[src/rtl/bus_trace_monitor.sv]
// Passive CPU<->memory bus tracer: trace FIFO, read/write statistics, cycle-budget halt.
// Define TRACE_TIMESTAMP_EN to append a cycle_count stamp to every trace entry.
module bus_trace_monitor #(
    parameter int ADDR_W      = 8,
    parameter int DATA_W      = 16,
    parameter int DEPTH       = 16,
    parameter int CNT_W       = 16,
    parameter int STOP_CYCLES = 220,
`ifdef TRACE_TIMESTAMP_EN
    localparam int ENTRY_W    = 1 + ADDR_W + DATA_W + CNT_W
`else
    localparam int ENTRY_W    = 1 + ADDR_W + DATA_W
`endif
) (
    input  logic               clock,
    input  logic               reset,
    input  logic [ADDR_W-1:0]  mon_addr,
    input  logic [DATA_W-1:0]  mon_wdata,
    input  logic [DATA_W-1:0]  mon_rdata,
    input  logic               mon_en,
    input  logic               mon_cs,
    input  logic               pop_ready,
    output logic               pop_valid,
    output logic [ENTRY_W-1:0] pop_data,
    output logic               overflow,
    output logic [CNT_W-1:0]   wr_count,
    output logic [CNT_W-1:0]   rd_count,
    output logic [CNT_W-1:0]   cycle_count,
    output logic               halt
);

    localparam int AW = $clog2(DEPTH);
    localparam logic [CNT_W-1:0] STOP_LAST = CNT_W'(STOP_CYCLES - 1);
    localparam bit HALT_EN = (STOP_CYCLES != 0);

    logic [ENTRY_W-1:0] mem [DEPTH];
    logic [AW:0]        wptr;
    logic [AW:0]        rptr;
    logic               prev_cs;
    logic               prev_en;
    logic [ADDR_W-1:0]  prev_addr;

    logic               empty;
    logic               full;
    logic               capture;
    logic               pop_fire;
    logic               push;
    logic [ENTRY_W-1:0] entry;

    assign empty = (wptr == rptr);
    assign full  = (wptr[AW-1:0] == rptr[AW-1:0]) && (wptr[AW] != rptr[AW]);

    // One transaction per CS-high run on a fixed address and direction.
    assign capture  = mon_cs && !halt &&
                      (!prev_cs || (mon_addr != prev_addr) || (mon_en != prev_en));
    assign pop_fire = !empty && pop_ready;
    assign push     = capture && (!full || pop_fire);

`ifdef TRACE_TIMESTAMP_EN
    assign entry = {mon_en, mon_addr, mon_en ? mon_wdata : mon_rdata, cycle_count};
`else
    assign entry = {mon_en, mon_addr, mon_en ? mon_wdata : mon_rdata};
`endif

    assign pop_valid = !empty;
    assign pop_data  = empty ? '0 : mem[rptr[AW-1:0]];

    always_ff @(posedge clock) begin
        if (push) begin
            mem[wptr[AW-1:0]] <= entry;
        end
    end

    always_ff @(posedge clock or posedge reset) begin
        if (reset) begin
            wptr      <= '0;
            rptr      <= '0;
            overflow  <= 1'b0;
            prev_cs   <= 1'b0;
            prev_en   <= 1'b0;
            prev_addr <= '0;
        end else begin
            prev_cs   <= mon_cs;
            prev_en   <= mon_en;
            prev_addr <= mon_addr;
            if (push) begin
                wptr <= wptr + 1'b1;
            end
            if (pop_fire) begin
                rptr <= rptr + 1'b1;
            end
            if (capture && full && !pop_fire) begin
                overflow <= 1'b1;
            end
        end
    end

    always_ff @(posedge clock or posedge reset) begin
        if (reset) begin
            wr_count <= '0;
            rd_count <= '0;
        end else if (capture) begin
            if (mon_en && (wr_count != '1)) begin
                wr_count <= wr_count + 1'b1;
            end
            if (!mon_en && (rd_count != '1)) begin
                rd_count <= rd_count + 1'b1;
            end
        end
    end

    always_ff @(posedge clock or posedge reset) begin
        if (reset) begin
            cycle_count <= '0;
            halt        <= 1'b0;
        end else if (!halt) begin
            if (cycle_count != '1) begin
                cycle_count <= cycle_count + 1'b1;
            end
            if (HALT_EN && (cycle_count == STOP_LAST)) begin
                halt <= 1'b1;
            end
        end
    end

endmodule
[config.mk]
export PLATFORM = sky130hd
export DESIGN_NAME = bus_trace_monitor
export DESIGN_NICKNAME = d
export VERILOG_FILES = /design/src/rtl/bus_trace_monitor.sv
export SDC_FILE = /design/constraint.sdc
export NUM_CORES = 1
export LEC_CHECK = 0
export BUFFER_PORTS_ARGS = -buffer_cell sky130_fd_sc_hd__buf_2
export CORE_ASPECT_RATIO = 0.7
export CORE_MARGIN = 2
export CORE_UTILIZATION = 60
export CTS_CLUSTER_DIAMETER = 120
export DETAILED_ROUTE_END_ITERATION = 6
export PLACE_DENSITY = 0.77
export SLEW_MARGIN = 30
export SYNTH_ARGS = -nofsm -noshare
export SYNTH_HDL_FRONTEND = slang
export SYNTH_SLANG_ARGS = --single-unit
[constraint.sdc]
create_clock -name clock -period 3 [get_ports clock]
set_input_delay 0.15 -clock clock [delete_from_list [all_inputs] [get_ports clock]]
set_output_delay 0.15 -clock clock [all_outputs]
set_load 0.02 [all_outputs]
* Word level (Yosys, flattened, before mapping)
Memories as Yosys holds them, arrays and structs flattened. Cells that the tools add are included. W data, S select, Z words.
Storage, ports and cells: flip-flop bits (word level) 70, bits in writable memories 400, input port bits 45, output and inout port bits 76, word-level logic and storage cells 53, memories kept 1
Operators by class: add/sub/neg operators 5, equality and inequality tests 9, multiplexer cells 6, bitwise gates (word level) 1, reductions and logical operators 21
Memories:
- mem | words 16, bits a word 25, rd ports 1, clocked after memory_dff 0, wr ports 1, line 36 | logic [ENTRY_W-1:0] mem [DEPTH];
Operators with widths (number):
- $add A16 B1 Y16 const B | 3
- $ne A16 B16 Y1 const B | 3
- $mux W25 | 1
- $eq A16 B8 Y1 const B | 1
- $mux W16 | 1
- $add A5 B1 Y5 const B | 2
- $logic_and A1 B1 Y1 | 9
- $ne A8 B8 Y1 | 1
- $logic_not A1 Y1 | 6
- $reduce_and A2 Y1 | 3
- $eq A5 B5 Y1 | 1
- $eq A4 B4 Y1 | 1
- $mux W1 | 4
- $logic_or A1 B1 Y1 | 3
- $ne A1 B1 Y1 | 2
- $not A1 Y1 | 1

* Depth between registers and ports, before layout
Gate-level depths: netlist of the first run.
depth in word-level cells 7, depth in mapped cells 8, depth with buffers taken out 6

* Least setup slack after synthesis of the first run
Ideal clock, no wire load.
path type flip-flop to flip-flop, start point register rptr[3], end point memory mem[3][0] (netlist name) (enable), library setup time 384 ps, data arrival time 2131 ps, data required time 2616 ps, setup slack 485 ps, cell stages (with the launch flop) 9, path buffers 3, clock period less this slack 2515 ps, cells stage by stage dfrtp_1 > buf_2 > xnor2_1 > nand4_1 > or3_1 > clkbuf_1 > and2_0 > buf_2 > and3_1
Between the ends: longest elaborated chain between the ends 7, elaborated cells on any way between the ends 10, those cells by class eq/ne: 2; mux: 2; reduce/logical: 6
Ends and longest elaborated chain:
- start, declared | line 38 | logic [AW:0] rptr;
- start signal, assigned | line 90 | rptr <= rptr + 1'b1;
- $eq A5 B5 Y1 / $eq A4 B4 Y1 (equally long branches) | line 50, 51
- $logic_not A1 Y1 / $logic_and A1 B1 Y1 (equally long branches) | line 56, 51
- $logic_and A1 B1 Y1 / $logic_not A1 Y1 (equally long branches) | line 56, 57
- $logic_or A1 B1 Y1 * | line 57 | assign push = capture && (!full || pop_fire);
- $logic_and A1 B1 Y1 * | line 57
- $mux W1 * | line 69 | if (push) begin
- $mux W1 (not written as such) * | line 70 | mem[wptr[AW-1:0]] <= entry;
- end, declared | line 36
Mark *: on every way between the ends. The rest lies on a longest branch, timed or not.

* Worst setup path after layout of the first run
start point register rptr[0], end point output pop_data[3]
Between the ends: longest elaborated chain between the ends 2, elaborated cells on any way between the ends 3, those cells by class eq/ne: 1; mux: 1; memory: 1
Ends and longest elaborated chain:
- $mem_v2 Z16 W25 / $eq A5 B5 Y1 (equally long branches)
- $mux W25 * | line 66 | assign pop_data = empty ? '0 : mem[rptr[AW-1:0]];
- end, declared | line 24 | output logic [ENTRY_W-1:0] pop_data,
Marked as above.

==> results of run 1 <==
-- repair_timing --
| item | 4_1_cts | 5_1_grt |
|---|---|---|
| hold endpoints to repair | 179 | 0 |
| endpoints found under the setup margin | 13 | 21 |
| hold buffers | 11 | 0 |
| cloned | 1 | 0 |
| gates resized for setup | 6 | 10 |
-- cell families after synthesis --
| family | synth area share, % |
|---|---|
| AO/OA/AOI/OAI | 0.454 |
| XOR/XNOR | 2.89 |
| adder cells (fa/ha/maj) | 0.534 |
| buffers and inverters | 1.42 |
| flip-flops | 73.4 |
| multiplexers | 16.3 |
| AND/OR/NAND/NOR | 5.00 |
-- routing by layer --
layer  global-route usage, %  wire length (um)
met3                    4.88              3210
met5                       0                 0
met2                    38.1             18800
met4                    7.22               894
met1                    36.4             16100
-- worst max-delay path: cells and delay by family, from the launching register on --
| family | cells | cell delay (ns) |
|---|---|---|
| flops | 1 | 0.51 |
| simple gates | 1 | 0.17 |
| buf+inv | 2 | 0.57 |
| mux | 2 | 1.03 |
-- cell type report --
| class | instances | area, um2 | share of cell area (%) |
|---|---|---|---|
| multi-input cells | 394 | 4750 | 22.0 |
| well taps | 420 | 526 | 2.43 |
| flip-flops and latches | 470 | 13800 | 63.8 |
| repair buffers | 167 | 1100 | 5.11 |
| clock inverters | 25 | 259 | 1.20 |
| inverters | 11 | 41.3 | 0.191 |
| clock buffers | 53 | 1130 | 5.25 |
-- through the flow --
step / util [%] / hold WS [ns]
global placement: 64.6 / 0.261
global route: 69.8 / 0.137
floorplan: - / 0.181
finish: 69.8 / 0.120
CTS: 69.7 / 0.0876
detailed placement: 64.6 / 0.266
-- how the worst max path moves through the flow --
stage                                    from                     to  slack, ns  cells past startpoint
after floorplan           rptr[3]$_DFFE_PP0P_    mem[3][0]$_DFFE_PP_       0.48                      8
after global placement    rptr[0]$_DFFE_PP0P_            pop_data[0]       0.50                      5
after detailed placement          mon_addr[2]  mem[14][11]$_DFFE_PP_       0.41                      7
after CTS                 rptr[0]$_DFFE_PP0P_            pop_data[3]      -0.04                      5
after global routing      rptr[0]$_DFFE_PP0P_           pop_data[11]       -0.1                      5
final                     rptr[0]$_DFFE_PP0P_            pop_data[3]      0.003                      5
-- registers in the layout, summed over array words and instances (netlist names) --
| name | count |
|---|---|
| cycle_count | 16 |
| mem | 400 |
| prev_addr | 8 |
| prev_en | 1 |
| halt | 1 |
| overflow | 1 |
| wptr | 5 |
| rptr | 5 |
| wr_count | 16 |
| rd_count | 16 |
| prev_cs | 1 |
-- cells in the final DEF, fill, tap and decap left out, types with 11 or more instances in the layout --
| cell type | count |
|---|---|
| xor2_1 | 19 |
| and3_1 | 28 |
| buf_4 | 31 |
| nor3_1 | 11 |
| edfxtp_1 | 400 |
| buf_2 | 116 |
| nand3_1 | 20 |
| mux2_2 | 22 |
| and2_1 | 23 |
| clkbuf_16 | 43 |
| nand2_1 | 17 |
| nand4_1 | 23 |
| xnor2_1 | 43 |
| dfrtp_1 | 67 |
| mux4_2 | 125 |
| dlygate4sd3_1 | 11 |
-- where the power goes --
group / internal (mW) / switching (mW) / total [mW] / leakage (nW)
clock network: 3.13 / 2.29 / 5.42 / 0.687
logic: 3.01 / 3.27 / 6.29 / 2.42
registers: 7.86 / 0.322 / 8.18 / 4.50
total: 14.0 / 5.89 / 19.9 / 7.61
==> impl_metrics.ini, run 1 <==
[logic_synthesis]
yosysUniqueCellTypes = 41
synth_cells = 915
ys_top_cells_by_count = edfxtp_1 (400), mux4_2 (125), dfrtp_1 (70)
ys_seq_area_share_pct = 73.4
ys_async_sr_fraction_pct = 14.9
syn-num-nets = 968
syn-cell-area_um2 = 18800
synth_largest_type_area_fraction_pct = 64.0
synth_top_area_cell = edfxtp_1
yosysWarnings = 0
yosysMostFrequentCell = edfxtp_1
synth-seq-cells = 470
synth_edf_count = 400
netlist_top_cells_area = edfxtp_1 (64%), mux4_2 (15%), dfrtp_1 (9.3%), xnor2_1 (2.0%), mux2_2 (1.3%)
ys.flop_type = edfxtp_1
synth.avg_cell_area_um2 = 20.5

[timing]
slew_violations = 0
finalClockSkew_ns = 0.0255
fin_tns_setup_ns = 0
hold_viol = 0
fmax_ghz = 0.334
fin_crit_sh_pct = 99.9
tightest_slew_ns = 0.733
timing.final.ws_setup_ns = 0.00344
slew_headroom_pct = 51.1
rsz0062_at_grt = yes
setup_viol = 0
period_minus_slack_ns = 3.00

[clocking]
path_clk_slew_ns = 0.06
cts_buffers = 43
clock_latency_ns = 0.56
clk_path_buf_depth = 3
root_buffer = clkbuf_16
post_cts_buffers = 0
clkSinkCount = 470
cts_tree = yes
htree_levels = 2

[worst_setup_path]
arrival_ns = 2.85
end_kind = output pin
reg2reg_from = prev_addr[2]$_DFF_PP0_
startpoint_type = flop
r2r_end = mem[10][2]$_DFFE_PP_
crit_fanout = 28
crit_top_cell = mux4_2
criticalPathCategory = reg -> out
r2r_slack_ns = 0.32
worstPathRequired_ns = 2.85
cp_slowest_cell = mux4_2
path_cells = bufbuf_16 -> mux4_2 -> mux4_2 -> and2_1 -> buf_2
worst_r2r_path_depth = 6
critPathMaxStageDelay_ns = 0.54

[final_layout]
n_fill_cell = 1967
final-instance-count-excl-fill = 1540
fin_area_um2 = 21600
nets = 1140
syn2layout_area_growth_pct = 15.1
antenna_cells = 0
drive_gt1_share_pct = 33.5

[detailed_routing]
wl_per_cell_um = 25.3
wirelength_um = 39000
drc = 0
antenna_left = 0
drtIter0Drc = 870
vias = 9444
first_pass_iters = 5
vias_per_cell = 6.13

[power]
vdd_ir_drop_max_mv = 0.821
p_per_area_nw_per_um2 = 921
leakage_nw = 7.61
p_total_mw = 19.9

[run]
drv_cap = 0

[placement]
dp_hpwl_um = 20800
place_congestion = 0.804
placed_area_um2 = 20000
place_ws_ns = 0.406
portBuffers = 120
dp.cells = 1450

[hold_path]
hp-class = in -> reg
min_to = mem[7][12]$_DFFE_PP_
hold_depth = 2
hp-start = mon_rdata[12]

[die]
initial_utilization_pct = 60.6
dieArea_um2 = 32700
coreArea_um2 = 30900
die_w_um = 215
rows = 54
pin_count = 121
die_h_um = 152

[global_routing]
grt_pass1_wl_um = 58900
track_usage_pct = 24.6
grt_overflow_total = 0
grt_pass1_vias = 9405
grt_max_degree = 104
antenna_found_initial = 0

[status]
status = finished clean
(Power assumes the default switching activity.)
==> inputs of run 2 (changes only) <==
REMOVE_ABC_BUFFERS = 1   (was default)
==> run 2 against run 1 <==
Worst setup slack improved by 0.071 ns. Sequential share of layout area is 0.19 points lower. Critical path depth increased by 1. Final cell count is 0.39% higher. Clock power is 2% lower. Core utilization up 0.21 points. Highest routed layer unchanged. Register-to-register slack got worse by 0.19 ns. Combinational power increased by 4.0%. Die area is the same. First-iteration DRC count grew 31%.
==> impl_metrics.ini, run 2 (same netlist as run 1, synthesis figures left out) <==
[global_routing]
grtUsageMet3_pct = 4.10
grtUsageMet1_pct = 39.9
grt_pass1_vias = 9644
grt_max_degree = 104
track_usage_pct = 25.9
grt_pass1_wl_um = 61700
grt_overflow_total = 0
grt_busiest_layer = met2
grtUsageMet2_pct = 39.9
antenna_found_initial = 0

[power]
leakage_nw = 7.62
p_int_mw = 14.0
p_per_area_nw_per_um2 = 925
pwr-share-clk_pct = 26.5
power.switching_mw = 6.05
vdd_ir_drop_max_mv = 0.710
p_sw_share_pct = 30.2
seq_power_share_pct = 40.8
p_comb_share_pct = 32.7

[final_layout]
nets = 1148
largest_reg_flops = 400
syn2layout_area_growth_pct = 15.4
mostFrequentLayoutCell = edfxtp_1
layout_common_cells = edfxtp_1 (400), mux4_2 (125), buf_2 (120)
fin_area_um2 = 21600
drive_gt1_share_pct = 34.4
antenna_cells = 0
final-instance-count-excl-fill = 1546
n_fill_cell = 1951
seqCellArea_um2 = 13800
post-route-util_pct = 70.0
multi_input_area_um2 = 4760

[placement]
dp_hpwl_um = 21300
place_ws_ns = 0.237
placed_area_um2 = 20000
dp.cells = 1449
portBuffers = 120
place_congestion = 0.847

[worst_setup_path]
startpoint_type = flop
criticalPathCategory = reg -> out
crit_fanout = 9
worstPathRequired_ns = 2.85
end_kind = output pin
worst_r2r_path_depth = 6
arrival_ns = 2.78
reg2reg_from = rptr[0]$_DFFE_PP0P_
r2r_end = mem[12][1]$_DFFE_PP_
r2r_slack_ns = 0.13

[run]
drv_cap = 0

[hold_path]
hp-class = in -> reg
min_to = mem[15][7]$_DFFE_PP_
hold_depth = 2
hp-start = mon_wdata[7]

[clocking]
htree_levels = 2
path_clk_slew_ns = 0.06
root_buffer = clkbuf_16
clkSinkCount = 470
clock_latency_ns = 0.55
clk_path_buf_depth = 3
cts_tree = yes
cts_buffers = 43

[timing]
slew_headroom_pct = 37.7
hold_viol = 0
period_minus_slack_ns = 2.93
finalClockSkew_ns = 0.0128
tightest_slew_ns = 0.935
setup_viol = 0
fin_crit_sh_pct = 97.5
fmax_ghz = 0.342
timing.final.ws_setup_ns = 0.0746
slew_violations = 0

[detailed_routing]
wl_per_cell_um = 26.9
antenna_left = 0
drtIter0Drc = 1137
drc = 0
first_pass_iters = 7
vias = 9692
vias_per_cell = 6.27
wirelength_um = 41600

[die]
die_h_um = 152
coreArea_um2 = 30900
die_w_um = 215
pin_count = 121
rows = 54
initial_utilization_pct = 60.6
dieArea_um2 = 32700

[status]
status = finished clean
## run 2: changes by cell type in the layout (fill, tap and decap cells not counted), moves of 2 or more
cell	previous run	this run
and3_1	28	16
and3_2	0	12
buf_16	3	7
buf_2	116	120
buf_6	4	0
inv_6	4	0
and2_1	23	26
and2_4	5	2
buf_4	31	34
clkbuf_1	8	11
bufinv_16	5	3
clkbuf_16	43	45
clkbuf_8	2	0
## run 2: layer usage
layer / share of wire (%) / vias up / wire, um
met4: 1.6 / 0 / 660
met2: 48 / 406 / 20100
met3: 7.7 / 52 / 3190
met1: 42 / 5150 / 17600
met5: 0 / - / 0
li1: - / 4084 / -
## run 2: worst max-delay path by stage
stage | from | end | cells after the start
floorplan | rptr[0]$_DFFE_PP0P_ | mem[11][0]$_DFFE_PP_ | 5
global placement | rptr[0]$_DFFE_PP0P_ | pop_data[20] | 6
detailed placement | rptr[0]$_DFFE_PP0P_ | pop_data[20] | 6
CTS | rptr[0]$_DFFE_PP0P_ | pop_data[20] | 6
global route | rptr[0]$_DFFE_PP0P_ | pop_data[20] | 6
finish | rptr[0]$_DFFE_PP0P_ | pop_data[24] | 6
## run 2: per-stage QoR
stage                     power [mW]  hold WS [ns]  TNS (ns)
final                           20.0         0.130         0
after global routing            20.8         0.159  -0.00128
after global placement          14.3         0.280         0
after detailed placement        14.4         0.281         0
after CTS                       20.1         0.106    -0.104
after floorplan                 12.4         0.181  -1266.99
## run 2: repair_timing
action,CTS,global route
hold endpoints to repair,52,0
buffers inserted,6,1
hold buffers,11,0
gates resized for setup,5,11
gates cloned,4,0
setup endpoints to repair,18,25
## run 2: power by group through the flow
stage	logic (mW)	registers [mW]	clock network, mW
after floorplan	3.60	8.83	0
after global placement	6.00	8.25	0
after detailed placement	6.08	8.28	0
after CTS	6.56	8.17	5.36
after global routing	6.96	8.22	5.63
final	6.54	8.17	5.31
## run 2: area by class of cell
class	instances	area share [%]
Multi-Input combinational cell	394	22.0
Sequential cell	470	63.6
Clock inverter	20	0.792
Inverter	11	0.191
Tap cell	420	2.43
Timing Repair Buffer	175	5.61
Clock buffer	56	5.39
## run 2: worst max-delay path, stage by stage (launching register included)
cell	delay, ns
dfrtp_4	0.46
buf_16	0.19
buf_16	0.17
mux4_2	0.51
mux4_2	0.47
and2_1	0.23
buf_2	0.18
==> inputs of run 3 (changes only) <==
CAP_MARGIN = 30   (was default)
CORE_UTILIZATION = 46   (was 60)
PLACE_DENSITY = 0.61   (was 0.77)
==> run 3 against run 2 <==
Via count shrank 3.9%. Core utilization shrank 15 points. Flip-flop and latch count is the same. Clock power grew 13%. First-iteration DRC count shrank 24%. Die area grew 30%. Combinational power is essentially flat. Largest power group unchanged.
==> impl_metrics.ini, run 3 (same netlist as run 1, synthesis figures left out) <==
[run]
drv_cap = 0

[die]
pin_count = 121
coreArea_um2 = 40000
initial_utilization_pct = 46.9
die_h_um = 173
die_w_um = 245
dieArea_um2 = 42400
rows = 61

[timing]
finalClockSkew_ns = 0.0195
fin_crit_sh_pct = 96.8
holdWs_ns = 0.116
slew_violations = 0
fin_tns_setup_ns = 0
setup_viol = 0
period_minus_slack_ns = 2.90
hold_viol = 0
tightest_slew_ns = 0.975
fmax_ghz = 0.344
slew_headroom_pct = 35.0
rsz0062_at_grt = no

[detailed_routing]
first_pass_iters = 5
wirelength_um = 41300
vias_per_cell = 5.64
vias = 9318
antenna_left = 0
wl_per_cell_um = 25.0
drtIter0Drc = 868
drc = 0

[final_layout]
largest_reg_flops = 400
final-instance-count-excl-fill = 1653
post-route-util_pct = 54.9
nets = 1136
syn2layout_area_growth_pct = 17.0
mostFrequentLayoutCell = edfxtp_1
layout_common_cells = edfxtp_1 (400), mux4_2 (125), buf_2 (118)
drive_gt1_share_pct = 35.3

[power]
vdd_ir_drop_max_mv = 0.556
p_total_mw = 20.7
p_per_area_nw_per_um2 = 944
leakage_nw = 7.65

[clocking]
cts_tree = yes
clkSinkCount = 470
htree_levels = 2
clock_latency_ns = 0.56
path_clk_slew_ns = 0.06
clk_path_buf_depth = 3
cts_buffers = 45
root_buffer = clkbuf_16

[worst_setup_path]
arrival_ns = 2.75
end_kind = output pin
worstPathRequired_ns = 2.85
crit_fanout = 103
startpoint_type = flop
criticalPathCategory = reg -> out

[global_routing]
antenna_found_initial = 0
grt_overflow_total = 0
grt_max_degree = 104
track_usage_pct = 19.0
grt_pass1_vias = 9357
grt_pass1_wl_um = 59900

[hold_path]
hp-class = in -> reg

[status]
status = finished clean

[placement]
dp_hpwl_um = 21100
portBuffers = 120
place_congestion = 0.799
dp.cells = 1550
-- run 3: changes by cell type in the layout (fill, tap and decap cells not counted), sizes merged --
cell      change
diode         +1
bufinv        +5
clkbuf        +2
clkinv        -5
clkinvlp      +7
buf          -18
-- run 3: metal layers --
layer	part of all wire, %	GRT usage, %	wire [um]	up-vias
met2	46	28.1	18900	245
met3	5.3	3.23	2180	51
met5	0	0	0	-
met1	48	29.8	19700	4953
met4	1.4	4.37	585	0
li1	-	-	-	4069
-- run 3: where the power goes --
group	switching, mW	internal, mW
combinational	3.44	3.10
clock	2.42	3.60
sequential	0.292	7.86
-- run 3: timing repair --
item | in CTS | in global routing
cloned | 0 | 6
gates resized for setup | 8 | 3
endpoints found under the hold margin | 114 | 0
pin swaps | 2 | 0
buffers inserted | 0 | 4
endpoints found under the setup margin | 16 | 25
hold buffers | 11 | 0
-- run 3: path summary, 6_finish.rpt --
path,startpoint,end,slack (ns),cells after the start
worst min register to register,overflow$_DFFE_PP0P_,overflow$_DFFE_PP0P_,0.47,1
worst max-delay path,rptr[1]$_DFFE_PP0P_,pop_data[8],0.1,5
worst max register to register,rptr[0]$_DFFE_PP0P_,mem[7][23]$_DFFE_PP_,0.45,7
min in group asynchronous,reset,rptr[0]$_DFFE_PP0P_,0.14,3
max in group asynchronous,reset,prev_en$_DFF_PP0_,2.08,4
worst min-delay path,mon_rdata[14],mem[8][14]$_DFFE_PP_,0.12,2
-- run 3: area by class of cell --
class | count | area, um2
Antenna cell | 1 | 2.50
Clock buffer | 54 | 1220
Clock inverter | 27 | 347
Fill cell | 3119 | 18000
Inverter | 11 | 45.0
Multi-Input combinational cell | 394 | 4770
Sequential cell | 470 | 13800
Tap cell | 535 | 669
Timing Repair Buffer | 161 | 1120
-- run 3: per-stage QoR --
step,instance area [um2],setup WS (ns)
after CTS,21800,-0.0396
after detailed placement,20100,0.423
after global routing,21900,0.00380
after global placement,20100,0.468
after floorplan,18500,-2.98
final,21900,0.0965
-- run 3: worst max-delay path, cell delays in order (launching register included) --
cell and delay (ns):
dfrtp_4 0.44, buf_16 0.46, mux4_2 0.43, mux4_2 0.50, and2_4 0.17, buf_2 0.15
